**config.mk**
```make
export PLATFORM = sky130hd
export DESIGN_NAME = priority_bit_scanner
export DESIGN_NICKNAME = d
export VERILOG_FILES = /design/src/rtl/priority_bit_scanner.sv
export SDC_FILE = /design/constraint.sdc
export NUM_CORES = 1
export LEC_CHECK = 0
export ABC_CLOCK_PERIOD_IN_PS = 1980
export BUFFER_PORTS_ARGS = -buffer_cell sky130_fd_sc_hd__buf_2
export CORE_AREA = 2 2 46 48
export CTS_BUF_LIST = sky130_fd_sc_hd__clkbuf_8
export DETAILED_ROUTE_END_ITERATION = 12
export DIE_AREA = 0 0 48 50
export HOLD_SLACK_MARGIN = 0.02
export PLACE_DENSITY = 0.85
export RECOVER_POWER = 100
export SLEW_MARGIN = 20
export SYNTH_ARGS = -nofsm -noshare
export SYNTH_HDL_FRONTEND = slang
export SYNTH_SLANG_ARGS = --single-unit
```
**constraint.sdc**
```tcl
create_clock -name clk -period 1.98 [get_ports clk]
set_input_delay 0.099 -clock clk [delete_from_list [all_inputs] [get_ports clk]]
set_output_delay 0.099 -clock clk [all_outputs]
set_load 0.02 [all_outputs]
```
**src/rtl/priority_bit_scanner.sv**
```systemverilog
// rtl/priority_bit_scanner.sv - accepts a request vector and emits the index of every set bit in priority order
module priority_bit_scanner #(
  parameter int WIDTH     = 8,
  parameter bit MSB_FIRST = 1'b1
) (
  input  logic                     clk,
  input  logic                     rst_n,
  input  logic [WIDTH-1:0]         in_vector,
  input  logic                     in_valid,
  output logic                     in_ready,
  output logic [$clog2(WIDTH)-1:0] out_index,
  output logic                     out_valid,
  input  logic                     out_ready,
  output logic                     out_last,
  output logic [$clog2(WIDTH):0]   bit_count
);

  localparam int IDX_W = $clog2(WIDTH);

  typedef enum logic {IDLE, SCAN} state_t;

  state_t             state_q, state_d;
  logic [WIDTH-1:0]   pending_q, pending_d;
  logic [IDX_W:0]     bit_count_q, bit_count_d;
  logic               in_hs, out_hs;

  function automatic logic [IDX_W:0] popcount(input logic [WIDTH-1:0] v);
    logic [IDX_W:0] cnt;
    cnt = '0;
    for (int i = 0; i < WIDTH; i++) begin
      cnt = cnt + {{IDX_W{1'b0}}, v[i]};
    end
    return cnt;
  endfunction

  // Later loop iterations overwrite earlier ones, so the scan direction sets priority.
  always_comb begin
    out_index = '0;
    if (MSB_FIRST) begin
      for (int i = 0; i < WIDTH; i++) begin
        if (pending_q[i]) out_index = IDX_W'(i);
      end
    end else begin
      for (int i = WIDTH - 1; i >= 0; i--) begin
        if (pending_q[i]) out_index = IDX_W'(i);
      end
    end
  end

  always_comb begin
    out_last  = (pending_q != '0) && ((pending_q & (pending_q - WIDTH'(1))) == '0);
    out_valid = (state_q == SCAN);
    in_ready  = (state_q == IDLE) | (out_valid & out_last & out_ready);
    in_hs     = in_valid & in_ready;
    out_hs    = out_valid & out_ready;
    bit_count = bit_count_q;
  end

  always_comb begin
    state_d     = state_q;
    pending_d   = pending_q;
    bit_count_d = bit_count_q;
    if (out_hs) begin
      pending_d = pending_q & ~(WIDTH'(1) << out_index);
      if (out_last) state_d = IDLE;
    end
    // A non-zero vector accepted alongside the final output reloads without a bubble.
    if (in_hs && (in_vector != '0)) begin
      pending_d   = in_vector;
      bit_count_d = popcount(in_vector);
      state_d     = SCAN;
    end
  end

  always_ff @(posedge clk or negedge rst_n) begin
    if (!rst_n) begin
      state_q     <= IDLE;
      pending_q   <= '0;
      bit_count_q <= '0;
    end else begin
      state_q     <= state_d;
      pending_q   <= pending_d;
      bit_count_q <= bit_count_d;
    end
  end

endmodule

```
==> results.json, run 1 <==
{
  "outcome": "finished, violations left",
  "failed_checks": "setup timing",
  "slew_viol_final": 0,
  "track_usage_pct": 21.7,
  "crit_fanout": 2,
  "setup_viol": 5,
  "yosysSeqAreaShare_pct": 33.3,
  "synth_area_per_cell_um2": 9.29,
  "hold_viol": 0,
  "layout.nets": 154,
  "grt_max_degree": 14,
  "fin_crit_sh_pct": 131,
  "worstHoldPathCells": 3,
  "gp_congestion": 0.825,
  "synth_seq_cells": 13,
  "hold_class": "input port to flip-flop",
  "clkSlewWorstSetupHoldPaths_ns": 0.05,
  "synth_mux_area_share_pct": 8.72,
  "cts_max_level": 1,
  "ys_types": 31,
  "diodes": 0,
  "drt_pass1_iterations": 4,
  "synth_compound_area_share_pct": 15.8,
  "viasPerCell": 5.36,
  "antenna_found_initial": 0,
  "critPathKind": "input port to flip-flop",
  "rsz0062_at_grt": "true",
  "cellLeakagePower_uw": 0.000651,
  "rr_worst_depth": 5,
  "start_util_pct": 51.3,
  "drt_iter0_drc": 13,
  "internal-power_uw": 485,
  "relSlewSlack_pct": 56.2,
  "fin_ws_ns": -0.614,
  "port_buffers": 21,
  "required_ns": 2.11,
  "irDropWorstVdd_uv": 338,
  "clockBufferDepth": 2,
  "cts_tree": "built",
  "worstHoldEndpoint": "pending_q[0]$_DFFE_PN0P_",
  "synth-xor-area-share_pct": 0.897,
  "fp.dieW_um": 48,
  "drive_gt1_share_pct": 26.3,
  "cts_root_buf": "clkbuf_8",
  "fin_crit_ns": 2.59,
  "grt_pass1_vias": 822,
  "pwr-share-comb_pct": 26.0,
  "r2r-end": "bit_count[0]$_DFFE_PN0P_",
  "core_um2": 1900,
  "die_h_um": 50,
  "critPathLaunchType": "input port",
  "swShare_pct": 27.1,
  "syn2layout_area_growth_pct": 25.3,
  "fin_skew_ns": 0.000664,
  "grt.overflow.total": 0,
  "total_power_uw": 665,
  "fp.dieArea_um2": 2400,
  "syn_area_um2": 976,
  "layout_common_cells": "16 x inv_1, 13 x dfrtp_1, 12 x buf_2, 11 x nand2_1, 8 x clkbuf_1",
  "worstHoldStart": "in_vector[0]",
  "vias": 858,
  "synth_top_family_by_area": "simple AND/OR/NAND/NOR gates",
  "fmax_ghz": 0.386,
  "power_switching_uw": 180,
  "synthCells": 105,
  "p_seq_share_pct": 40.0,
  "yosys_warnings": 0,
  "cts_buffers": 3,
  "cts.sinks": 13,
  "cap_viol_max_count": 0,
  "synth_nets": 125,
  "layout_commonest_cell": "inv_1",
  "critical_path_arrival_ns": 2.72,
  "rows": 16,
  "route.detailed.drc": 0,
  "yosys.area_share.simple_pct": 20.1,
  "clkLatencyLatePin_ns": 0.24,
  "ioPinCount": 22,
  "fin_util_pct": 64.3,
  "grt_pass1_wl_mm": 3.59,
  "dp_hpwl_mm": 1.73,
  "avgRoutedWirePerCell_um": 14.4,
  "r2r-start": "pending_q[2]$_DFFE_PN0P_",
  "pwr-share-clk_pct": 34.0,
  "ff2ff_setup_slack_ns": 0.06,
  "finalWirelength_mm": 2.31,
  "tightest_slew_ns": 0.657,
  "ant_nets": 0,
  "synth_adder_area_share_pct": 13.3,
  "crit_path_end_kind": "flip-flop",
  "power_density_nw_per_um2": 544
}
-- routing by layer --
layer	share of wire (%)	vias up	global-route usage, %
li1	-	421	-
met2	49	32	34.2
met3	3.7	10	2.20
met4	3.6	0	9.91
met1	43	395	28.8
met5	0	-	0
-- power groups by stage --
| stage | combinational [µW] | clock, µW | sequential, µW |
|---|---|---|---|
| after global routing | 188 | 242 | 266 |
| after global placement | 121 | 0 | 271 |
| after floorplan | 81.3 | 0 | 271 |
| final | 173 | 226 | 266 |
| after CTS | 163 | 225 | 266 |
| after detailed placement | 139 | 0 | 271 |
-- cell families after synthesis --
kind of cell,count (synthesis)
and+or+nand+nor,33
AOI/OAI and AO/OA,23
xor gates and xnor gates,1
DFF,13
adders and majority gates,8
buffers and inverters,20
muxes,7
-- Yosys cell counts (all sizes together) --
library cell,n,share of area [%]
inv,17,6.5
dfrtp,13,33
nand2,11,4.2
nor2,7,2.7
o22ai,6,3.8
o21ai,5,2.9
fa,4,8.2
ha,4,5.1
mux2i,4,4.1
o41ai,4,3.6
a21oi,3,1.5
mux2,3,4.6
nor2b,3,1.9
clkbuf,2,0.77
nand3,2,1.0
nand4,2,1.9
nor3,2,1.0
nor4,2,2.8
o31ai,2,1.5
a211oi,1,0.77
and2,1,0.64
buf,1,0.51
nand3b,1,2.1
nand4b,1,0.90
nor4b,1,0.90
o211ai,1,0.77
o21a,1,0.77
xnor2,1,0.90
-- area by class of cell --
class	instances	area [µm²]
clock buffers	3	41.3
clock inverters	1	3.75
fillers	165	679
inverters	17	63.8
multi-input cells	72	602
flip-flops and latches	13	325
well taps	27	33.8
repair buffers	27	153
-- flip-flops by register name, indices dropped and copies added, names as in the netlist --
register and count:
out_valid 1, bit_count 4, pending_q 8
-- worst max path at each step --
stage,start,endpoint,slack [ns],cells past startpoint
after global routing,in_vector[0],bit_count[2]$_DFFE_PN0P_,-0.62,11
final,in_vector[0],bit_count[2]$_DFFE_PN0P_,-0.61,11
after global placement,in_vector[0],bit_count[2]$_DFFE_PN0P_,-0.79,11
after CTS,in_vector[0],bit_count[2]$_DFFE_PN0P_,-0.62,11
after detailed placement,in_vector[0],bit_count[2]$_DFFE_PN0P_,-0.93,11
after floorplan,in_vector[0],bit_count[2]$_DFFE_PN0P_,-0.64,10
-- metrics by stage --
stage / hold WS [ns] / instances / cell area [µm²] / setup TNS, ns / worst slack [ns]
6_report: 0.130 / 160 / 1220 / -1.96 / -0.614
5_1_grt: 0.136 / 160 / 1220 / -2.35 / -0.620
4_1_cts: 0.129 / 159 / 1210 / -1.79 / -0.617
3_5_place_dp: -0.00867 / 154 / 1130 / -2.96 / -0.928
3_3_place_gp: -0.0152 / 154 / 1130 / -2.41 / -0.785
2_1_floorplan: -0.197 / 105 / 978 / -1.78 / -0.638
-- worst max-delay path: stages --
cell,delay (ns)
buf_8,0.10
fa_1,0.54
inv_1,0.06
fa_1,0.51
fa_2,0.44
inv_2,0.08
ha_4,0.13
inv_2,0.03
fa_2,0.33
xnor2_1,0.13
mux2_4,0.26
-- what timing repair did --
item | 4_1_cts | 5_1_grt
pin swaps | 1 | 1
setup endpoints to repair | 5 | 13
buffers inserted | 0 | 1
hold buffers | 1 | 0
endpoints found under the hold margin | 13 | 0
gates resized for setup | 8 | 4
Note: power is estimated with default switching activity, not from simulation.
==> inputs of run 2 (changes only) <==
- TNS_END_PERCENT: unset -> 30
==> results.json, run 2 (synthesized netlist as in run 1, its figures left out) <==
{
  "largest_reg_flops": 8,
  "fp.dieArea_um2": 2400,
  "multi_input_area_um2": 596,
  "syn2layout_area_growth_pct": 23.8,
  "cap_viol_max_count": 0,
  "layout_commonest_cell": "inv_1",
  "crit_start": "in_vector[0]",
  "grt.overflow.total": 0,
  "fin_area_um2": 1210,
  "irDropWorstVdd_uv": 330,
  "critPathKind": "input port to flip-flop",
  "r2r-end": "bit_count[0]$_DFFE_PN0P_",
  "critPathLaunchType": "input port",
  "ff2ff_setup_slack_ns": 0.05,
  "cts_max_level": 1,
  "die_h_um": 50,
  "layout.nets": 153,
  "rr_worst_depth": 5,
  "regMostFlops": "pending_q",
  "relSlewSlack_pct": 56.9,
  "cellLeakagePower_uw": 0.000647,
  "worstHoldPathCells": 3,
  "place_area_um2": 1130,
  "cpMostUsedCell": "fa_1",
  "cts_buffers": 3,
  "fillers": 166,
  "place_ws_ns": -0.928,
  "vias": 864,
  "cp_slowest_stage_delay_ns": 0.54,
  "cp_cell_sequence": "buf_8, fa_1, inv_1, fa_1, fa_1, inv_2, ha_4, inv_2, fa_2, xnor2_1, mux2_4",
  "start_util_pct": 51.3,
  "crit_fanout": 2,
  "clockBufferDepth": 2,
  "power_density_nw_per_um2": 536,
  "crit_path_end_kind": "flip-flop",
  "setup_viol": 5,
  "slowest_stage": "fa_1",
  "core_um2": 1900,
  "viasPerCell": 5.43,
  "required_ns": 2.11,
  "rows": 16,
  "diodes": 0,
  "hold_class": "input port to flip-flop",
  "failed_checks": "setup timing",
  "ant_nets": 0,
  "drt_pass1_iterations": 5,
  "grt_max_degree": 14,
  "track_usage_pct": 21.2,
  "cts_setup_buffers": 0,
  "outcome": "finished, violations left",
  "port_buffers": 21,
  "layout_common_cells": "16 x inv_1, 13 x dfrtp_1, 12 x buf_2, 11 x nand2_1, 8 x clkbuf_1",
  "fin_crit_sh_pct": 130,
  "ioPinCount": 22,
  "fin_ws_ns": -0.598,
  "dp_hpwl_mm": 1.73,
  "cts_tree": "built",
  "critical_path_arrival_ns": 2.70,
  "antenna_found_initial": 0,
  "fp.dieW_um": 48,
  "cts.sinks": 13,
  "fin_skew_ns": 0.00114,
  "slew_viol_final": 0,
  "avgRoutedWirePerCell_um": 14.2,
  "drt_iter0_drc": 15,
  "drive_gt1_share_pct": 24.2,
  "finalWirelength_mm": 2.26,
  "fmax_ghz": 0.388,
  "seqCellArea_um2": 325,
  "worstHoldStart": "in_vector[0]",
  "fin_crit_ns": 2.58,
  "fin_util_pct": 63.6,
  "fin_tns_setup_ns": -1.80,
  "route.detailed.drc": 0,
  "clkSlewWorstSetupHoldPaths_ns": 0.05,
  "cts_root_buf": "clkbuf_8",
  "worstHoldEndpoint": "pending_q[0]$_DFFE_PN0P_",
  "gp_congestion": 0.825,
  "grt_pass1_vias": 819,
  "clkLatencyLatePin_ns": 0.24,
  "rsz0062_at_grt": "true",
  "tightest_slew_ns": 0.646,
  "grt_pass1_wl_mm": 3.53,
  "r2r-start": "pending_q[2]$_DFFE_PN0P_",
  "hold_viol": 0,
  "hold_ws_ns": 0.129
}
run 2: cell types whose count changed in the layout (fill, tap and decap cells not counted), sizes merged:
cell	before	now
buf	18	17
run 2: final cells by class:
cell class,instances,area share [%]
flip-flops and latches,13,26.9
repair buffers,26,12.0
multi-input cells,72,49.3
inverters,17,5.28
clock buffers,3,3.42
well taps,27,2.80
clock inverters,1,0.311
run 2: worst max path at each step:
| stage | endpoint | slack, ns | cells past startpoint |
|---|---|---|---|
| floorplan | bit_count[2]$_DFFE_PN0P_ | -0.64 | 10 |
| global placement | bit_count[2]$_DFFE_PN0P_ | -0.79 | 11 |
| detailed placement | bit_count[2]$_DFFE_PN0P_ | -0.93 | 11 |
| CTS | bit_count[2]$_DFFE_PN0P_ | -0.59 | 11 |
| global route | bit_count[2]$_DFFE_PN0P_ | -0.60 | 11 |
| finish | bit_count[2]$_DFFE_PN0P_ | -0.60 | 11 |
run 2: per-layer routing:
metal / global-route usage [%] / part of all wire (%) / vias up
li1: - / - / 422
met2: 33.1 / 48 / 36
met5: 0 / 0 / -
met1: 28.3 / 44 / 398
met3: 2.20 / 5.4 / 8
met4: 9.91 / 2.7 / 0
run 2: what timing repair did:
action,in CTS,in global routing
resized for setup,6,4
hold buffers,1,0
setup endpoints to repair,5,12
endpoints found under the hold margin,13,0
pin swaps,0,0
run 2: report_power, final:
part	total, µW	switching, µW	internal, µW
combinational	155	82.7	72.4
clock	226	89.6	137
sequential	266	0	266
total	647	172	475
run 2: through the flow:
step	total power (µW)	std cells
after CTS	646	159
after detailed placement	410	154
after global routing	677	159
final	647	159
after floorplan	352	105
after global placement	391	154
run 2: critical path, delay by kind of cell:
family     cells  cell delay (ns)
buf+inv        4             0.27
mux            1             0.26
xor+xnor       1             0.13
fa+ha+maj      5             1.93
